**src/rtl/iob_eth_driver.sv**
```systemverilog
// CSR access engine: turns WRITE/READ/POLL commands into IOb bus transactions
// and reports a single completion per command (read data and poll timeout).
module iob_eth_driver #(
  parameter int ADDR_W = 12,
  parameter int DATA_W = 32,
  parameter int CNT_W  = 16
) (
  input  logic                clk_i,
  input  logic                rst_i,
  input  logic                cmd_valid_i,
  output logic                cmd_ready_o,
  input  logic [1:0]          cmd_op_i,
  input  logic [ADDR_W-1:0]   cmd_addr_i,
  input  logic [DATA_W-1:0]   cmd_wdata_i,
  input  logic [DATA_W/8-1:0] cmd_wstrb_i,
  input  logic [DATA_W-1:0]   cmd_mask_i,
  input  logic [CNT_W-1:0]    cmd_max_i,
  output logic                rsp_valid_o,
  output logic [DATA_W-1:0]   rsp_rdata_o,
  output logic                rsp_timeout_o,
  output logic                iob_valid_o,
  output logic [ADDR_W-1:0]   iob_addr_o,
  output logic [DATA_W-1:0]   iob_wdata_o,
  output logic [DATA_W/8-1:0] iob_wstrb_o,
  input  logic [DATA_W-1:0]   iob_rdata_i,
  input  logic                iob_ready_i,
  input  logic                iob_rvalid_i
);

  typedef enum logic [2:0] {IDLE, REQ, RWAIT, CHECK, RESP} state_t;

  state_t                state_q;
  logic                  is_wr_q, is_poll_q;
  logic                  ready_q, valid_q, rsp_valid_q, timeout_q;
  logic [ADDR_W-1:0]     addr_q;
  logic [DATA_W-1:0]     wdata_q, value_q, mask_q, cap_q, rdata_q;
  logic [DATA_W/8-1:0]   wstrb_q;
  logic [CNT_W-1:0]      cnt_q;
  logic                  poll_hit;

  always_comb begin
    poll_hit = ((cap_q ^ value_q) & mask_q) == '0;
  end

  always_ff @(posedge clk_i) begin
    if (rst_i) begin
      state_q     <= IDLE;
      is_wr_q     <= 1'b0;
      is_poll_q   <= 1'b0;
      ready_q     <= 1'b1;
      valid_q     <= 1'b0;
      rsp_valid_q <= 1'b0;
      timeout_q   <= 1'b0;
      addr_q      <= '0;
      wdata_q     <= '0;
      value_q     <= '0;
      mask_q      <= '0;
      cap_q       <= '0;
      rdata_q     <= '0;
      wstrb_q     <= '0;
      cnt_q       <= '0;
    end else begin
      rsp_valid_q <= 1'b0;
      case (state_q)
        IDLE: begin
          if (cmd_valid_i) begin
            is_wr_q   <= (cmd_op_i == 2'd0);
            is_poll_q <= (cmd_op_i == 2'd2);
            addr_q    <= cmd_addr_i;
            // Bus data/strobes are only meaningful for writes; reads drive zero.
            wdata_q   <= (cmd_op_i == 2'd0) ? cmd_wdata_i : '0;
            wstrb_q   <= (cmd_op_i == 2'd0) ? cmd_wstrb_i : '0;
            value_q   <= cmd_wdata_i;
            mask_q    <= cmd_mask_i;
            cnt_q     <= (cmd_max_i == '0) ? CNT_W'(1) : cmd_max_i;
            valid_q   <= 1'b1;
            ready_q   <= 1'b0;
            state_q   <= REQ;
          end
        end
        REQ: begin
          if (iob_ready_i) begin
            valid_q <= 1'b0;
            if (is_wr_q) begin
              rdata_q     <= '0;
              timeout_q   <= 1'b0;
              rsp_valid_q <= 1'b1;
              state_q     <= RESP;
            end else if (iob_rvalid_i) begin
              if (is_poll_q) begin
                cap_q   <= iob_rdata_i;
                state_q <= CHECK;
              end else begin
                rdata_q     <= iob_rdata_i;
                timeout_q   <= 1'b0;
                rsp_valid_q <= 1'b1;
                state_q     <= RESP;
              end
            end else begin
              state_q <= RWAIT;
            end
          end
        end
        RWAIT: begin
          if (iob_rvalid_i) begin
            if (is_poll_q) begin
              cap_q   <= iob_rdata_i;
              state_q <= CHECK;
            end else begin
              rdata_q     <= iob_rdata_i;
              timeout_q   <= 1'b0;
              rsp_valid_q <= 1'b1;
              state_q     <= RESP;
            end
          end
        end
        CHECK: begin
          if (!poll_hit && cnt_q > CNT_W'(1)) begin
            cnt_q   <= cnt_q - CNT_W'(1);
            valid_q <= 1'b1;
            state_q <= REQ;
          end else begin
            rdata_q     <= cap_q;
            timeout_q   <= !poll_hit;
            rsp_valid_q <= 1'b1;
            state_q     <= RESP;
          end
        end
        RESP: begin
          ready_q <= 1'b1;
          state_q <= IDLE;
        end
        default: begin
          ready_q <= 1'b1;
          valid_q <= 1'b0;
          state_q <= IDLE;
        end
      endcase
    end
  end

  assign cmd_ready_o   = ready_q;
  assign rsp_valid_o   = rsp_valid_q;
  assign rsp_rdata_o   = rdata_q;
  assign rsp_timeout_o = timeout_q;
  assign iob_valid_o   = valid_q;
  assign iob_addr_o    = addr_q;
  assign iob_wdata_o   = wdata_q;
  assign iob_wstrb_o   = wstrb_q;

endmodule

```
**config.mk**
```make
export PLATFORM = sky130hd
export DESIGN_NAME = iob_eth_driver
export DESIGN_NICKNAME = d
export VERILOG_FILES = /design/src/rtl/iob_eth_driver.sv
export SDC_FILE = /design/constraint.sdc
export NUM_CORES = 1
export LEC_CHECK = 0
export BUFFER_PORTS_ARGS = -buffer_cell sky130_fd_sc_hd__buf_2
export CORE_ASPECT_RATIO = 1.2
export CORE_MARGIN = 4
export CORE_UTILIZATION = 40
export CTS_BUF_LIST = sky130_fd_sc_hd__clkbuf_4
export DETAILED_ROUTE_END_ITERATION = 12
export PLACE_DENSITY_LB_ADDON = 0.2
export SYNTH_ARGS = -nofsm -noshare
export SYNTH_HDL_FRONTEND = slang
export SYNTH_SLANG_ARGS = --single-unit
```
**constraint.sdc**
```tcl
create_clock -name clk_i -period 2.16 [get_ports clk_i]
set_clock_uncertainty 0.15 [all_clocks]
set_input_delay 0.108 -clock clk_i [delete_from_list [all_inputs] [get_ports clk_i]]
set_output_delay 0.108 -clock clk_i [all_outputs]
set_load 0.02 [all_outputs]
```
### Yosys cells after proc, flatten, opt, wreduce, memory -nomap -nowiden

Index checks and enable logic that the tools add are counted.

* bits of input ports: 135
* register bits: 201

* reduce and logical (&&, ||, !) cells: 18
* order comparisons: 1
* equal/unequal tests: 11
* add/sub/neg operators: 1
* bitwise gates (word level): 4
* multiplexer cells: 43

Operators with widths (number)
* 32-bit 2-to-1 mux: 10
* 32-bit one-hot mux with 3 select lines: 1
* 32-bit one-hot mux with 2 select lines: 1
* 16-bit 2-to-1 mux: 3
* 32-bit bitwise AND: 1
* 32-bit zero test: 1
* 16-bit one-hot mux with 2 select lines: 1
* 32-bit XOR: 1
* 3-bit 2-to-1 mux: 7
* 16-bit by 1-bit greater-than comparator with 1-bit output, second input constant: 1
* 16-bit zero test: 1
* 16-bit by 1-bit subtractor with 16-bit output, second input constant: 1
* 1-bit 2-to-1 mux: 14
* 2-bit inequality test, second input constant: 6
* 3-bit one-hot mux with 4 select lines: 1
* 3-bit AND reduction: 4
* 3-bit by 2-bit == test with 1-bit output, second input constant: 2
* 1-bit one-hot mux with 3 select lines: 2
* 4-bit 2-to-1 mux: 1
* 1-bit one-hot mux with 4 select lines: 1
* 2-bit AND reduction: 2
* 4-bit AND reduction: 1
* 2-bit nonzero test: 2
* 3-bit by 1-bit == test with 1-bit output, second input constant: 1
* other kinds (11): 12

### Depth between registers and ports, before layout

Gate-level depths: netlist of run 1.

* depth in word-level cells: 7
* gate-level depth with buffers: 9

### Least setup slack after synthesis of run 1

No wires, ideal clock.

* kind: register -> register
* from: register value_q[4]
* to: register cnt_q[0]
* stages on the path, launching flop included: 9
* buffers on the path: 2
* slack: -0.010 ns
* clock period less this slack: 2.170 ns
* data arrival time: 1.948 ns
* cell sequence: dfxtp_1 > xor2_1 > a22oi_1 > nand4_1 > or4_1 > buf_6 > a21oi_4 > buf_6 > mux2i_1

* word-level cells in the longest chain between the ends: 7

Ends and longest elaborated chain
* from (decl): RTL line 36 `logic [DATA_W-1:0] wdata_q, value_q, mask_q, cap_q, rdata_q;`
* from (signal assigned): RTL line 73 `value_q <= cmd_wdata_i;`
* 32-bit XOR: RTL line 42 `poll_hit = ((cap_q ^ value_q) & mask_q) == '0;`
* 32-bit bitwise AND: RTL line 42
* 32-bit zero test: RTL line 42
* 1-bit zero test: RTL line 118 `if (!poll_hit && cnt_q > CNT_W'(1)) begin`
* 1-bit logical AND: RTL line 118
* 2-bit inequality test (no line)
* 3-bit AND reduction (no line)
* to (signal assigned): RTL line 75 `cnt_q <= (cmd_max_i == '0) ? CNT_W'(1) : cmd_max_i;`
* to (signal assigned): RTL line 119 `cnt_q <= cnt_q - CNT_W'(1);`
* to (decl): RTL line 38 `logic [CNT_W-1:0] cnt_q;`

Every way passes these cells.
A chain may end at the register's enable or synchronous reset.

### Worst setup path after layout of run 1

* from: register cap_q[2]
* to: register rdata_q[31] (netlist: rsp_rdata_o[31])

* word-level cells in the longest chain between the ends: 7

Ends and longest elaborated chain
* from (decl): RTL line 36
* from (signal assigned): RTL line 91 `cap_q <= iob_rdata_i;`
* from (signal assigned): RTL line 107 `cap_q <= iob_rdata_i;`
* 32-bit XOR: RTL line 42
* 32-bit bitwise AND: RTL line 42
* 32-bit zero test: RTL line 42
* 1-bit zero test: RTL line 118
* 1-bit logical AND: RTL line 118
* 2-bit inequality test (no line)
* 3-bit AND reduction (no line)
* to (signal assigned): RTL line 94 `rdata_q <= iob_rdata_i;`
* to (signal assigned): RTL line 110 `rdata_q <= iob_rdata_i;`
* to (signal assigned): RTL line 123 `rdata_q <= cap_q;`
* to (decl): RTL line 36

Every way passes these cells.

==> out/results.ini, run 1 <==
[critical_path]
worstSetupPathType = reg2reg
critical_path_required_ns = 2.57
setup.worst_path.end = rsp_rdata_o[31]
r2r_end = rsp_rdata_o[31]
cp-startpoint = cap_q[2]
rrSetupSlack_ns = -0.17
worst_setup_path_start_kind = flip-flop
worstPathMaxFanout = 3
arrival_ns = 2.74
r2r_start = cap_q[2]
endpoint_kind = flip-flop
r2r_cells = 7

[clock_network]
clk_path_buf_depth = 3
cts-root-buf = clkbuf_4
cts_max_level = 2
path_clk_slew_ns = 0.07
numCtsBuffers = 53
cts.sinks = 201
cts_tree = built
clock_latency_ns = 0.67

[floorplan]
ioPinCount = 219
core_um2 = 21900
rows = 59
start_util = 0.409
fp.dieW_um = 144
die_h_um = 172
dieArea_um2 = 24800

[layout]
syn2layout_area_growth_pct = 45.2
fill_cells = 2047
nNetsFinal = 1620
fin_util = 0.593
ff_latch_area_um2 = 4040
layout-drive-gt1-share = 0.289
multi_input_area_um2 = 4600

[run]
maxCapViolations = 0

[run_status]
outcome = finished with violations
violations = negative setup slack

[yosys]
post-synth-top-count-cell = nand2_1
synth_top_family_by_area = compound AO/OA/AOI/OAI gates
muxShareOfSynthArea = 0.0415
synthAdderAreaFrac = 0.00280
synthDistinctLibCells = 57
ys.flop_type = dfxtp_1
ys_warn_count = 0
synth-seq-area-share = 0.450
syn_nets = 1218
syn_area_um2 = 8930
yosysTopAreaCell = dfxtp_1
yosys.area_share.simple = 0.200
netlist_top_cells_area = dfxtp_1 (45%), nand2_1 (13%), a21oi_1 (8.9%)
syn_area_per_cell_um2 = 8.26
async_reset_ff_frac = 0
synthCells = 1081
synth-edff-count = 0
yosys_register_bits = 201
synth_common_cells = nand2_1 (318), dfxtp_1 (201), a21oi_1 (158), clkbuf_1 (58)
synth_xor_area_frac = 0.0343
netlist.area_leader.share = 0.450
synth_compound_area_frac = 0.213

[sta]
clock.fmax_mhz = 429
setup_slack_ns = -0.172
worst_pin_slew_ns = 0.842
min_period_over_period = 1.08
finalSetupViolCount = 52
slew_violations = 0
rsz0062_at_grt = true
maxSlewHeadroom = 0.439
finalHoldViolations = 0
setup_tns_ns = -6.66
post-route-min-period_ns = 2.33

[placement]
hpwl_mm = 19.5
gp_congestion = 0.843
portBuffers = 218

[route]
wl_per_cell_um = 16.9
drt_wl_total_mm = 30.2
initialDrtViolationCount = 654
ant_nets = 0
dr.pass1.iters = 5
vias = 9348
drc = 0
avgViaCountPerCell = 5.22

[grt]
antenna_found_initial = 1
grt_max_degree = 165
grt_pass1_vias = 9029
grt-ovfl-total = 0
grt_pass1_wl_mm = 47.4
grt_usage = 0.236

[power]
pwr_density_cell_nw_per_um2 = 764
ir_drop_mv = 0.389
power_w = 0.00990
power.leakage_nw = 5.52

[hold_path]
hold_path.class = in2reg

## per-layer routing
layer | vias to the layer above | routed length (um) | track usage
li1 | 4624 | - | -
met1 | 4372 | 13600 | 0.328
met2 | 300 | 14100 | 0.369
met3 | 52 | 1830 | 0.0448
met4 | 0 | 721 | 0.0779
met5 | - | 0 | 0
## metrics by stage
step	cells	cell area, um2	hold slack (ns)	setup WS (ns)
after floorplan	1081	8930	0.0735	0.00425
after global placement	1562	10700	0.197	-0.202
after detailed placement	1562	10700	0.204	-0.264
after CTS	1792	12900	0.0254	-0.236
after global routing	1790	13000	0.0333	-0.231
final	1791	13000	0.0749	-0.172
## worst max-delay path, stage by stage (launching register included)
cell	delay, ns
dfxtp_1	0.35
xor2_1	0.16
a22oi_1	0.20
nand4_1	0.17
or4_4	0.60
buf_4	0.18
a211o_2	0.29
o211a_1	0.12
## cell families (layout without fill, tap and decap cells)
family | count (synthesis) | after routing
buffers and inverters | 97 | 531
DFF | 201 | 201
adders and majority gates | 2 | 2
other | 0 | 2
and+or+nand+nor | 421 | 421
AOI/OAI and AO/OA | 288 | 288
muxes | 37 | 37
xor gates and xnor gates | 35 | 35
## cell usage in the layout (no fill, tap or decap), drive strengths merged, types with 9 or more instances in the layout
master / instances
xor2: 34
dfxtp: 201
o211ai: 38
dlygate4sd3: 136
a22oi: 16
clkbuf: 76
mux2i: 37
nor4: 10
nor2: 14
a21oi: 160
inv: 9
nand3: 38
o221a: 31
buf: 301
nand2: 319
o21ai: 9
## repair_timing
item	in CTS	in global routing
hold buffers	137	0
setup endpoints to repair	52	54
pin swaps	8	20
gates resized for setup	30	18
buffers inserted	6	1
cloned	1	0
endpoints found under the hold margin	201	0
## where the power goes
part           internal (W)  total [W]  leakage (nW)  switching (W)
clock               0.00160    0.00318         0.371        0.00158
combinational       0.00113    0.00249          3.50        0.00136
sequential          0.00400    0.00423          1.65       0.000228
## area by class of cell
class,instances,area share
multi-input cells,783,0.355
flip-flops and latches,201,0.312
repair buffers,437,0.257
clock buffers,76,0.0440
well taps,274,0.0264
clock inverters,11,0.00386
inverters,7,0.00203
diodes,2,0.000386
## worst min-delay path by stage
stage	start	endpoint	slack, ns	cells past startpoint
global placement	cmd_addr_i[2]	iob_addr_o[2]	0.20	3
floorplan	iob_rvalid_i	state_q[1]	0.07	1
global route	cmd_mask_i[20]	mask_q[20]	0.03	4
CTS	cmd_addr_i[8]	iob_addr_o[8]	0.03	4
detailed placement	cmd_addr_i[2]	iob_addr_o[2]	0.20	3
finish	cmd_mask_i[12]	mask_q[12]	0.07	4
## state kept, by name, summed over array words and instances, names as in the netlist
name	cells
cap_q	32
iob_wdata_o	32
mask_q	32
rsp_rdata_o	32
value_q	32
cnt_q	16
iob_addr_o	12
iob_wstrb_o	4
state_q	3
cmd_ready_o	1
iob_valid_o	1
is_poll_q	1
is_wr_q	1
rsp_timeout_o	1
rsp_valid_o	1
No activity file was read; power rests on OpenSTA's default activity.
==> inputs of run 2 (changes only) <==
==> constraint.sdc (replaced) <==
create_clock -name clk_i -period 2.6 [get_ports clk_i]
set_clock_uncertainty 0.15 [all_clocks]
set_input_delay 0.13 -clock clk_i [delete_from_list [all_inputs] [get_ports clk_i]]
set_output_delay 0.13 -clock clk_i [all_outputs]
set_load 0.1 [all_outputs]
==> out/results.ini, run 2 (synthesis gave the netlist of run 1 again) <==
[grt]
grt_usage = 0.239  ; +0.00286
grt_pass1_wl_mm = 48.0  ; +1.4%
grt_max_degree = 92  ; -44%
grt-ovfl-total = 0  ; unchanged
grt_pass1_vias = 9037  ; +0.089%
antenna_found_initial = 1  ; unchanged

[power]
power_frac_comb = 0.288  ; +0.036
seqPwrFrac = 0.406  ; -0.021
pwr-share-clk = 0.306  ; -0.015
pwr_density_cell_nw_per_um2 = 695  ; -8.9%
p_int_w = 0.00547  ; -19%
p_sw_frac = 0.370  ; +0.0499
ir_drop_mv = 0.337  ; -13%
p_sw_w = 0.00321  ; +1.4%
power.leakage_nw = 5.28  ; -4.3%

[sta]
slew_violations = 0  ; unchanged
clock.fmax_mhz = 405  ; -5.6%
finalHoldViolations = 0  ; unchanged
worst_pin_slew_ns = 1.06  ; +0.222 ns
maxSlewHeadroom = 0.291  ; -0.148
min_period_over_period = 0.950  ; -0.130
setup_tns_ns = 0  ; +6.66 ns
post-route-min-period_ns = 2.47  ; +0.138 ns
rsz0062_at_grt = false
finalSetupViolCount = 0  ; -100%

[critical_path]
crit_path_top_delay_cell = or4_1
critPathBufInv = 1  ; unchanged
worstSetupPathType = reg2reg
critical-path-top-delay-family = simple AND/OR/NAND/NOR gates
worst_setup_path_start_kind = flip-flop
cpPeakStageDelay_ns = 0.71  ; +0.11 ns
arrival_ns = 2.93  ; +0.19 ns
cp_cell_sequence = xor2_1, a22oi_1, nand4_1, or4_1, a21oi_4, buf_12, o221a_1
endpoint_kind = flip-flop
critical_path_required_ns = 3.06  ; +0.49 ns
worstPathMaxFanout = 33  ; +30

[floorplan]
dieArea_um2 = 24800  ; unchanged
fp.dieW_um = 144  ; unchanged
die_h_um = 172  ; unchanged
rows = 59  ; unchanged
core_um2 = 21900  ; unchanged
start_util = 0.409  ; unchanged
ioPinCount = 219  ; unchanged

[layout]
final_cell_mix = nand2_1 (318), buf_2 (217), dfxtp_1 (200)
syn2layout_area_growth_pct = 39.8
fin_util = 0.572  ; -0.0219
fill_cells = 2022  ; -1.2%
mostFrequentLayoutCell = nand2_1
layout-drive-gt1-share = 0.236  ; -0.0529
nNetsFinal = 1588  ; -2.0%

[clock_network]
cts_max_level = 2  ; unchanged
clk_path_buf_depth = 3  ; unchanged
numCtsBuffers = 52  ; -1.9%
cts_tree = built
cts.sinks = 201  ; unchanged
cts-root-buf = clkbuf_4
clock_latency_ns = 0.68  ; about the same
path_clk_slew_ns = 0.07  ; about the same

[placement]
gp_congestion = 0.865  ; +2.6%
portBuffers = 218  ; unchanged
hpwl_mm = 18.8  ; -3.8%

[route]
avgViaCountPerCell = 5.24  ; +0.38%
initialDrtViolationCount = 693  ; +6.0%
dr.pass1.iters = 5  ; unchanged
wl_per_cell_um = 17.3  ; +2.6%
vias = 9205  ; -1.5%
ant_nets = 0  ; unchanged
drt_wl_total_mm = 30.4  ; +0.63%
drc = 0  ; unchanged

[run_status]
outcome = finished, final reports clean

[hold_path]
hold_path.class = in2reg

[run]
maxCapViolations = 0  ; unchanged

run 2: power by group through the flow:
stage                     Sequential, W  Clock, W  Combinational, W
after floorplan                 0.00434         0          0.000949
after global placement          0.00358         0           0.00227
after detailed placement        0.00358         0           0.00229
after CTS                       0.00352   0.00273           0.00248
after global routing            0.00355   0.00290           0.00267
final                           0.00352   0.00266           0.00251
run 2: routing by layer:
metal / routed length (um) / track usage
met1: 13800 / 0.334
met2: 14000 / 0.373
met3: 2050 / 0.0509
met4: 654 / 0.0682
met5: 0 / 0
run 2: cell type report:
type / count / area [um2] / area share
clock inverters: 6 / 30.0 / 0.00240
inverters: 7 / 26.3 / 0.00210
well taps: 274 / 343 / 0.0275
diodes: 1 / 2.50 / 0.000200
multi-input cells: 783 / 4440 / 0.355
repair buffers: 406 / 3030 / 0.243
flip-flops and latches: 201 / 4030 / 0.322
clock buffers: 79 / 593 / 0.0475
run 2: what timing repair did:
| item | in CTS | in global routing |
|---|---|---|
| resized for setup | 0 | 3 |
| endpoints found under the setup margin | 0 | 23 |
| endpoints found under the hold margin | 201 | 0 |
| buffers inserted | 0 | 1 |
| hold buffers | 161 | 0 |
run 2: path summary, 6_finish.rpt:
path | start | end | slack, ns | cells after the start
worst min-delay path | cmd_mask_i[8] | mask_q[8] | 0.10 | 4
worst min register to register | iob_addr_o[7] | iob_addr_o[7] | 0.30 | 2
worst max register to register | cap_q[28] | rsp_rdata_o[8] | 0.13 | 7
worst max-delay path | cap_q[28] | rsp_rdata_o[8] | 0.13 | 7
run 2: stage by stage:
stage / setup WS [ns] / hold slack (ns) / instance area (um2) / cells / power [W]
CTS: 0.0310 / 0.0646 / 12500 / 1755 / 0.00873
detailed placement: 0.144 / 0.226 / 10200 / 1509 / 0.00587
global placement: 0.168 / 0.220 / 10200 / 1509 / 0.00585
global route: 0.000536 / 0.0800 / 12500 / 1757 / 0.00912
floorplan: 0.430 / 0.0955 / 8930 / 1081 / 0.00529
finish: 0.130 / 0.105 / 12500 / 1757 / 0.00868
run 2: worst reg2reg max path, cell delays in order (launching register included):
cell	delay, ns
dfxtp_1	0.34
xor2_1	0.16
a22oi_1	0.23
nand4_1	0.17
or4_1	0.71
a21oi_4	0.21
buf_12	0.21
o221a_1	0.22
